## src/rtl/uart_pkg.sv

```systemverilog
// Purpose: constants, state encoding and helpers shared by the UART transmitter and receiver.
// Contents: frame constants, FSM state enum, CLKS_PER_BIT calculation.
// Notes: no logic; imported with import uart_pkg::*.
package uart_pkg;

    localparam int   DATA_BITS  = 8;
    localparam logic IDLE_LEVEL = 1'b1;

    localparam logic [2:0] ST_IDLE_ENC   = 3'd0;
    localparam logic [2:0] ST_START_ENC  = 3'd1;
    localparam logic [2:0] ST_DATA_ENC   = 3'd2;
    localparam logic [2:0] ST_PARITY_ENC = 3'd3;
    localparam logic [2:0] ST_STOP_ENC   = 3'd4;

    typedef enum logic [2:0] {
        ST_IDLE   = ST_IDLE_ENC,
        ST_START  = ST_START_ENC,
        ST_DATA   = ST_DATA_ENC,
        ST_PARITY = ST_PARITY_ENC,
        ST_STOP   = ST_STOP_ENC
    } uart_state_e;

    // Integer division: the bit period is truncated, never rounded up.
    function automatic int calc_clks_per_bit(input int clk_freq_hz, input int baud);
        return clk_freq_hz / baud;
    endfunction

endpackage

```

## src/rtl/uart_tx_if.sv

```systemverilog
// Purpose: byte-level request/status bundle between control logic and uart_tx.
// Ports: tx_start/tx_data driven by the controller; tx_busy/tx_done returned by the transmitter.
// Backpressure: controller must see tx_busy low (or tx_done) before a new tx_start is honoured.
interface uart_tx_if;
    logic       tx_start;
    logic [7:0] tx_data;
    logic       tx_busy;
    logic       tx_done;

    modport master (output tx_start, output tx_data, input tx_busy, input tx_done);
    modport slave  (input tx_start, input tx_data, output tx_busy, output tx_done);
endinterface

```

## src/rtl/uart_baud_tick.sv

```systemverilog
// Purpose: bit-period counter, counts 0..CLKS_PER_BIT-1 and wraps.
// Ports: clk, rst_n, clr (synchronous clear to 0), tick (high while count is at its terminal value).
// Latency: tick is a register decode, one cycle wide per period; clr has priority over counting.
module uart_baud_tick #(
    parameter int CLKS_PER_BIT = 434
) (
    input  logic clk,
    input  logic rst_n,
    input  logic clr,
    output logic tick
);
    localparam int             CW   = (CLKS_PER_BIT > 1) ? $clog2(CLKS_PER_BIT) : 1;
    localparam logic [CW-1:0]  LAST = CW'(CLKS_PER_BIT - 1);

    logic [CW-1:0] cnt_q, cnt_d;

    always_comb begin
        tick  = (cnt_q == LAST);
        cnt_d = cnt_q + CW'(1);
        if (clr || tick) begin
            cnt_d = '0;
        end
    end

    always_ff @(posedge clk or negedge rst_n) begin
        if (!rst_n) begin
            cnt_q <= '0;
        end else begin
            cnt_q <= cnt_d;
        end
    end
endmodule

```

## src/rtl/uart_tx.sv

```systemverilog
// Purpose: 8N1-style UART transmitter (optional parity, 1 or 2 stop bits), LSB first.
// Ports: clk, rst_n, ctl (uart_tx_if.slave: tx_start/tx_data in, tx_busy/tx_done out), tx serial line.
// Latency: start bit on the line one cycle after accept; tx_start while busy is dropped, not queued.
module uart_tx
    import uart_pkg::*;
#(
    parameter int CLK_FREQ_HZ  = 50_000_000,
    parameter int BAUD         = 115200,
    parameter int CLKS_PER_BIT = calc_clks_per_bit(CLK_FREQ_HZ, BAUD),
    parameter int PARITY_EN    = 0,
    parameter int PARITY_ODD   = 0,
    parameter int STOP_BITS    = 1
) (
    input  logic     clk,
    input  logic     rst_n,
    uart_tx_if.slave ctl,
    output logic     tx
);
    if (CLKS_PER_BIT < 2) begin : g_bad_cpb
        $error("uart_tx: CLKS_PER_BIT must be at least 2");
    end
    if (STOP_BITS != 1 && STOP_BITS != 2) begin : g_bad_stop
        $error("uart_tx: STOP_BITS must be 1 or 2");
    end

    localparam logic [2:0] LAST_BIT  = 3'(DATA_BITS - 1);
    localparam logic       LAST_STOP = (STOP_BITS == 2);

    uart_state_e state_q, state_d;
    logic [7:0]  shift_q, shift_d;
    logic [2:0]  bit_idx_q, bit_idx_d;
    logic        stop_cnt_q, stop_cnt_d;
    logic        tx_q, tx_d;
    logic        busy_q, busy_d;
    logic        done_q, done_d;
    logic        tick;
    logic        parity_bit;

    // The bit timer idles at zero so every frame starts with a full start bit.
    uart_baud_tick #(.CLKS_PER_BIT(CLKS_PER_BIT)) u_baud (
        .clk   (clk),
        .rst_n (rst_n),
        .clr   (state_q == ST_IDLE),
        .tick  (tick)
    );

    assign parity_bit = (^shift_q) ^ (PARITY_ODD != 0);

    // tx_d is the level for the *next* state so the line itself stays a plain flop.
    always_comb begin
        state_d    = state_q;
        shift_d    = shift_q;
        bit_idx_d  = bit_idx_q;
        stop_cnt_d = stop_cnt_q;
        tx_d       = tx_q;
        busy_d     = busy_q;
        done_d     = 1'b0;

        unique case (state_q)
            ST_IDLE: begin
                tx_d   = IDLE_LEVEL;
                busy_d = 1'b0;
                if (ctl.tx_start) begin
                    shift_d    = ctl.tx_data;
                    bit_idx_d  = '0;
                    stop_cnt_d = 1'b0;
                    state_d    = ST_START;
                    tx_d       = 1'b0;
                    busy_d     = 1'b1;
                end
            end
            ST_START: begin
                if (tick) begin
                    state_d   = ST_DATA;
                    bit_idx_d = '0;
                    tx_d      = shift_q[0];
                end
            end
            ST_DATA: begin
                if (tick) begin
                    if (bit_idx_q == LAST_BIT) begin
                        if (PARITY_EN != 0) begin
                            state_d = ST_PARITY;
                            tx_d    = parity_bit;
                        end else begin
                            state_d = ST_STOP;
                            tx_d    = IDLE_LEVEL;
                        end
                    end else begin
                        bit_idx_d = bit_idx_q + 3'd1;
                        tx_d      = shift_q[bit_idx_q + 3'd1];
                    end
                end
            end
            ST_PARITY: begin
                if (tick) begin
                    state_d = ST_STOP;
                    tx_d    = IDLE_LEVEL;
                end
            end
            ST_STOP: begin
                if (tick) begin
                    if (stop_cnt_q == LAST_STOP) begin
                        state_d = ST_IDLE;
                        busy_d  = 1'b0;
                        done_d  = 1'b1;
                    end else begin
                        stop_cnt_d = 1'b1;
                    end
                end
            end
            default: begin
                state_d = ST_IDLE;
                tx_d    = IDLE_LEVEL;
                busy_d  = 1'b0;
            end
        endcase
    end

    always_ff @(posedge clk or negedge rst_n) begin
        if (!rst_n) begin
            state_q    <= ST_IDLE;
            shift_q    <= '0;
            bit_idx_q  <= '0;
            stop_cnt_q <= 1'b0;
            tx_q       <= IDLE_LEVEL;
            busy_q     <= 1'b0;
            done_q     <= 1'b0;
        end else begin
            state_q    <= state_d;
            shift_q    <= shift_d;
            bit_idx_q  <= bit_idx_d;
            stop_cnt_q <= stop_cnt_d;
            tx_q       <= tx_d;
            busy_q     <= busy_d;
            done_q     <= done_d;
        end
    end

    assign tx          = tx_q;
    assign ctl.tx_busy = busy_q;
    assign ctl.tx_done = done_q;
endmodule

```

## src/flat_wrapper.sv

```systemverilog
// flat-port wrapper written by rule: the top's interface ports become plain ports
module uart_tx_flat import uart_pkg::*;
#(
    parameter int CLK_FREQ_HZ  = 50_000_000,
    parameter int BAUD         = 115200,
    parameter int CLKS_PER_BIT = calc_clks_per_bit(CLK_FREQ_HZ, BAUD),
    parameter int PARITY_EN    = 0,
    parameter int PARITY_ODD   = 0,
    parameter int STOP_BITS    = 1
)
  (clk, rst_n, tx, ctl_tx_start, ctl_tx_data, ctl_tx_busy, ctl_tx_done);
  uart_tx_if ctl_i ();
  input  logic clk;
  input  logic rst_n;
  output logic tx;
  input wire logic [$bits(ctl_i.tx_start)-1:0] ctl_tx_start;
  input wire logic [$bits(ctl_i.tx_data)-1:0] ctl_tx_data;
  output wire logic [$bits(ctl_i.tx_busy)-1:0] ctl_tx_busy;
  output wire logic [$bits(ctl_i.tx_done)-1:0] ctl_tx_done;
  assign ctl_i.tx_start = ctl_tx_start;
  assign ctl_i.tx_data = ctl_tx_data;
  assign ctl_tx_busy = ctl_i.tx_busy;
  assign ctl_tx_done = ctl_i.tx_done;
  uart_tx #(.CLK_FREQ_HZ(CLK_FREQ_HZ), .BAUD(BAUD), .CLKS_PER_BIT(CLKS_PER_BIT), .PARITY_EN(PARITY_EN), .PARITY_ODD(PARITY_ODD), .STOP_BITS(STOP_BITS)) u_core (.clk(clk), .rst_n(rst_n), .ctl(ctl_i), .tx(tx));
endmodule
```

## config.mk

```make
export PLATFORM = sky130hd
export DESIGN_NAME = uart_tx_flat
export DESIGN_NICKNAME = d
export VERILOG_FILES = /design/src/rtl/uart_pkg.sv /design/src/rtl/uart_tx_if.sv /design/src/rtl/uart_baud_tick.sv /design/src/rtl/uart_tx.sv /design/src/flat_wrapper.sv
export SDC_FILE = /design/constraint.sdc
export NUM_CORES = 1
export LEC_CHECK = 0
export BUFFER_PORTS_ARGS = -buffer_cell sky130_fd_sc_hd__buf_4
export CORE_ASPECT_RATIO = 1.2
export CORE_MARGIN = 1
export CORE_UTILIZATION = 30
export CTS_CLUSTER_DIAMETER = 60
export DETAILED_ROUTE_END_ITERATION = 7
export PLACE_DENSITY = 0.55
export RECOVER_POWER = 50
export SLEW_MARGIN = 0
export SYNTH_ARGS = -nofsm -noshare
export SYNTH_HDL_FRONTEND = slang
export SYNTH_HIERARCHICAL = 1
export SYNTH_SLANG_ARGS = --single-unit
```

## constraint.sdc

```tcl
create_clock -name clk -period 2.1 [get_ports clk]
set_clock_uncertainty 0.1 [all_clocks]
set_input_delay 0.315 -clock clk [delete_from_list [all_inputs] [get_ports clk]]
set_output_delay 0.315 -clock clk [all_outputs]
set_load 0.01 [all_outputs]
```

==> results.md <==
- 1st-pass router iterations: 4
- Fin nets: 155
- Period utilisation layout: between 90 and 100%
- DR iter-0 viols: 24
- Synth warnings: 6
- Die height: 75.3 um
- Num rows: 26
- Worst-Margin Slew: 639 ps
- CTS tree: built
- Filler cells: approximately 420
- DRC Markers: 0
- Internal power: 0.648 mW
- Syn Nets: 133
- Final setup violation count: 0
- H-tree depth: 1
- #FFs+latches synth: 26
- Routed via count: 959
- CP Class: flip-flop to flip-flop
- Switching part of the total: about 20%
- Starting Density: 31.5%
- Cts bufs inserted: 3
- Area of placed instances: 0.00154 sq mm
- Ant. Diodes: 0
- CP arrival: 2080 ps
- Port Buf Inserts: 13
- Global route total overflow: 0
- Max incr delay on CP: 580 ps
- RSZ-0062 raised after global routing: no
- Clock insertion delay at the later pin of the skew report: 260 ps
- Vias/cell: 4.92
- Setup TNS: 0 ps
- Number of antenna violations at the first check in global routing: 0
- CP required: roughly 2200 ps
- Design Area, Final: about 0.0016 sq mm
- Post-route minimum period: roughly 2000 ps
- First-pass GRT wire length: 4.34 mm
- Root buffer cell: clkbuf_8
- # clock sinks: 26
- CTS Hold Buffers Added: 1
- Peak fanout along the critical path: 4
- Synth cell types: 45
- Core region area: 0.00426 sq mm
- Die width: 63.1 um
- Share of cells above drive strength 1: between 20% and 30%
- CTS max path bufs: 2
- GP Congestion: slightly above 0.8
- Pins Over Slew Limit: 0
- P_leak: 0.698 nW
- Worst Setup Start Kind: flip-flop
- CTS resizes: 0
- I/O pin cnt: 14
- Peak VDD IR: ~0.00019 V
- Synth Instances: 118
- Mapped Area: 0.00134 sq mm
- Asr flop ratio synth: between 90% and 100%
- Endpoints failing hold: 0
- Worst-path clk slew: 80 ps
- Highest Clock Rate: 0.503 GHz
- Post-synth EDFFs: 0
- Setup bufs post-CTS: 0
- Sequential fraction of design power: 62.0%
- Crit-path cells: ha_1 > mux4_1 > mux2_2 > o21ai_2 > a2bb2oi_1
- Seq/Total Area, Yosys: 48.5%
- Largest net degree at the start of global routing: 27
- Layout area overhead: 18.1%
- Clk pwr share: 34.8%
- WL final: about 2.5 mm
- Antenna Violating Nets Remaining: 0
- Primary FF master, synth: dfrtp_1
- Max cap viols: 0
- Worst setup EP type: flip-flop
- Power Dens Cells: ~510 mW/mm^2
- Post-DR wirelength/cell: 12.9 um
- Die area: 0.00475 sq mm
- Status: completed
- DP Wirelength: between 1.5 and 2 mm
- Avg Cell Area, Syn: 11.4 sq um
- GRT Util Overall: 11.6%
- Sw Pwr: 0.158 mW
- Vias in the first global route: between 900 and 1000
- Comb pwr share: ~3.2%
- WHS: around 170 ps
- Slew Limit Headroom: a little under three fifths
- Slowest CP cell: mux4_1
- Hold Path Class: input port to flip-flop
synthesized netlist by cell type, drive strengths merged (2+ instances only):
master	count	share of area, %
nor2	8	2.2
a21oi	5	2.1
nand2b	3	1.4
nor3	4	1.5
nand3	3	1.1
or3	3	1.8
mux4	2	3.9
nand4	2	1.4
mux2	10	8.4
nand2	8	2.4
ha	4	3.7
dfrtp	25	47
mux2i	3	2.2
inv	6	1.7
a31oi	3	1.4
o21ai	5	2.1
buf	3	1.8
nand3b	2	1.1
xor2	2	1.3
power groups by stage:
stage / clock [mW] / sequential (mW) / combinational [mW]
floorplan: 0 / 0.510 / 0.000819
global placement: 0 / 0.510 / 0.0260
detailed placement: 0 / 0.510 / 0.0263
CTS: 0.295 / 0.500 / 0.0278
global route: 0.310 / 0.500 / 0.0296
finish: 0.281 / 0.500 / 0.0257
worst max-delay path: cells and delay by family, from the launching register on:
kind                     cells  cell delay (ps)
flip-flops                   1              410
multiplexers                 2              860
adder cells (fa/ha/maj)      1              360
AO/OA/AOI/OAI                2              180
per-stage QoR:
step | cells | util, % | power, mW | setup slack [ps]
floorplan | 118 | - | 0.511 | 102
global placement | 190 | 36.1 | 0.536 | 196
detailed placement | 190 | 36.1 | 0.536 | 125
CTS | 195 | 37.4 | 0.823 | 113
global route | 195 | 37.2 | 0.840 | 68.4
finish | 195 | 37.2 | 0.807 | 112
cell type report:
cell class	count	area, sq um	area share, %
sequential	26	652	41.1
timing repair buffer	20	146	9.23
multi-input combinational	82	647	40.8
inverter	7	26.3	1.66
clock buffer	4	45.0	2.84
tap	56	70.1	4.42
kinds of logic after synthesis:
family,count (synthesis),share of synthesized area (%)
AND/OR/NAND/NOR,39,16.1
multiplexers,15,14.5
flip-flops,26,48.5
adder cells (fa/ha/maj),4,3.72
AO/OA/AOI/OAI,21,11.5
XOR/XNOR,3,1.96
buffers and inverters,10,3.72
final timing paths:
kind / startpoint / endpoint / slack [ps] / depth (start not counted)
worst max register to register: u_core/bit_idx_q[0]$_DFFE_PN0P_ / u_core/tx$_DFFE_PN1P_ / 110 / 5
worst max-delay path: u_core/bit_idx_q[0]$_DFFE_PN0P_ / u_core/tx$_DFFE_PN1P_ / 110 / 5
min in group asynchronous: rst_n / u_core/u_baud/cnt_q[5]$_DFF_PN0_ / 500 / 2
max in group asynchronous: rst_n / u_core/bit_idx_q[0]$_DFFE_PN0P_ / 980 / 2
worst min-delay path: ctl_tx_data[7] / u_core/shift_q[7]$_DFFE_PN0P_ / 170 / 2
worst min register to register: u_core/shift_q[5]$_DFFE_PN0P_ / u_core/shift_q[5]$_DFFE_PN0P_ / 390 / 1
flip-flops by register name, indices dropped and copies added (netlist names):
| name | count |
|---|---|
| u_core/ctl.tx_busy | 1 |
| u_core/tx | 1 |
| u_core/u_baud/cnt_q | 9 |
| u_core/bit_idx_q | 3 |
| u_core/shift_q | 8 |
| u_core/state_q | 3 |
| u_core/ctl.tx_done | 1 |
cells in the final DEF (no fill, tap or decap), drive strengths merged, types with 2 or more instances in the layout:
cell    instances
buf            17
a31oi           3
o21ai           5
or3             3
nand2           8
dfrtp          25
nand3           3
mux2i           3
nand2b          3
nand3b          2
xor2            2
a21oi           5
nor3            4
mux4            2
nor2            8
clkbuf          6
inv             6
nand4           2
mux2           10
ha              4
layer usage:
| metal | wire length, um | vias up | track usage [%] |
|---|---|---|---|
| li1 | - | 472 | - |
| met1 | 1110 | 473 | 13.5 |
| met2 | 1330 | 12 | 21.7 |
| met3 | 48 | 2 | 1.50 |
| met4 | 26 | 0 | 4.91 |
| met5 | 0 | - | 0 |
No activity file was read; power rests on OpenSTA's default activity.
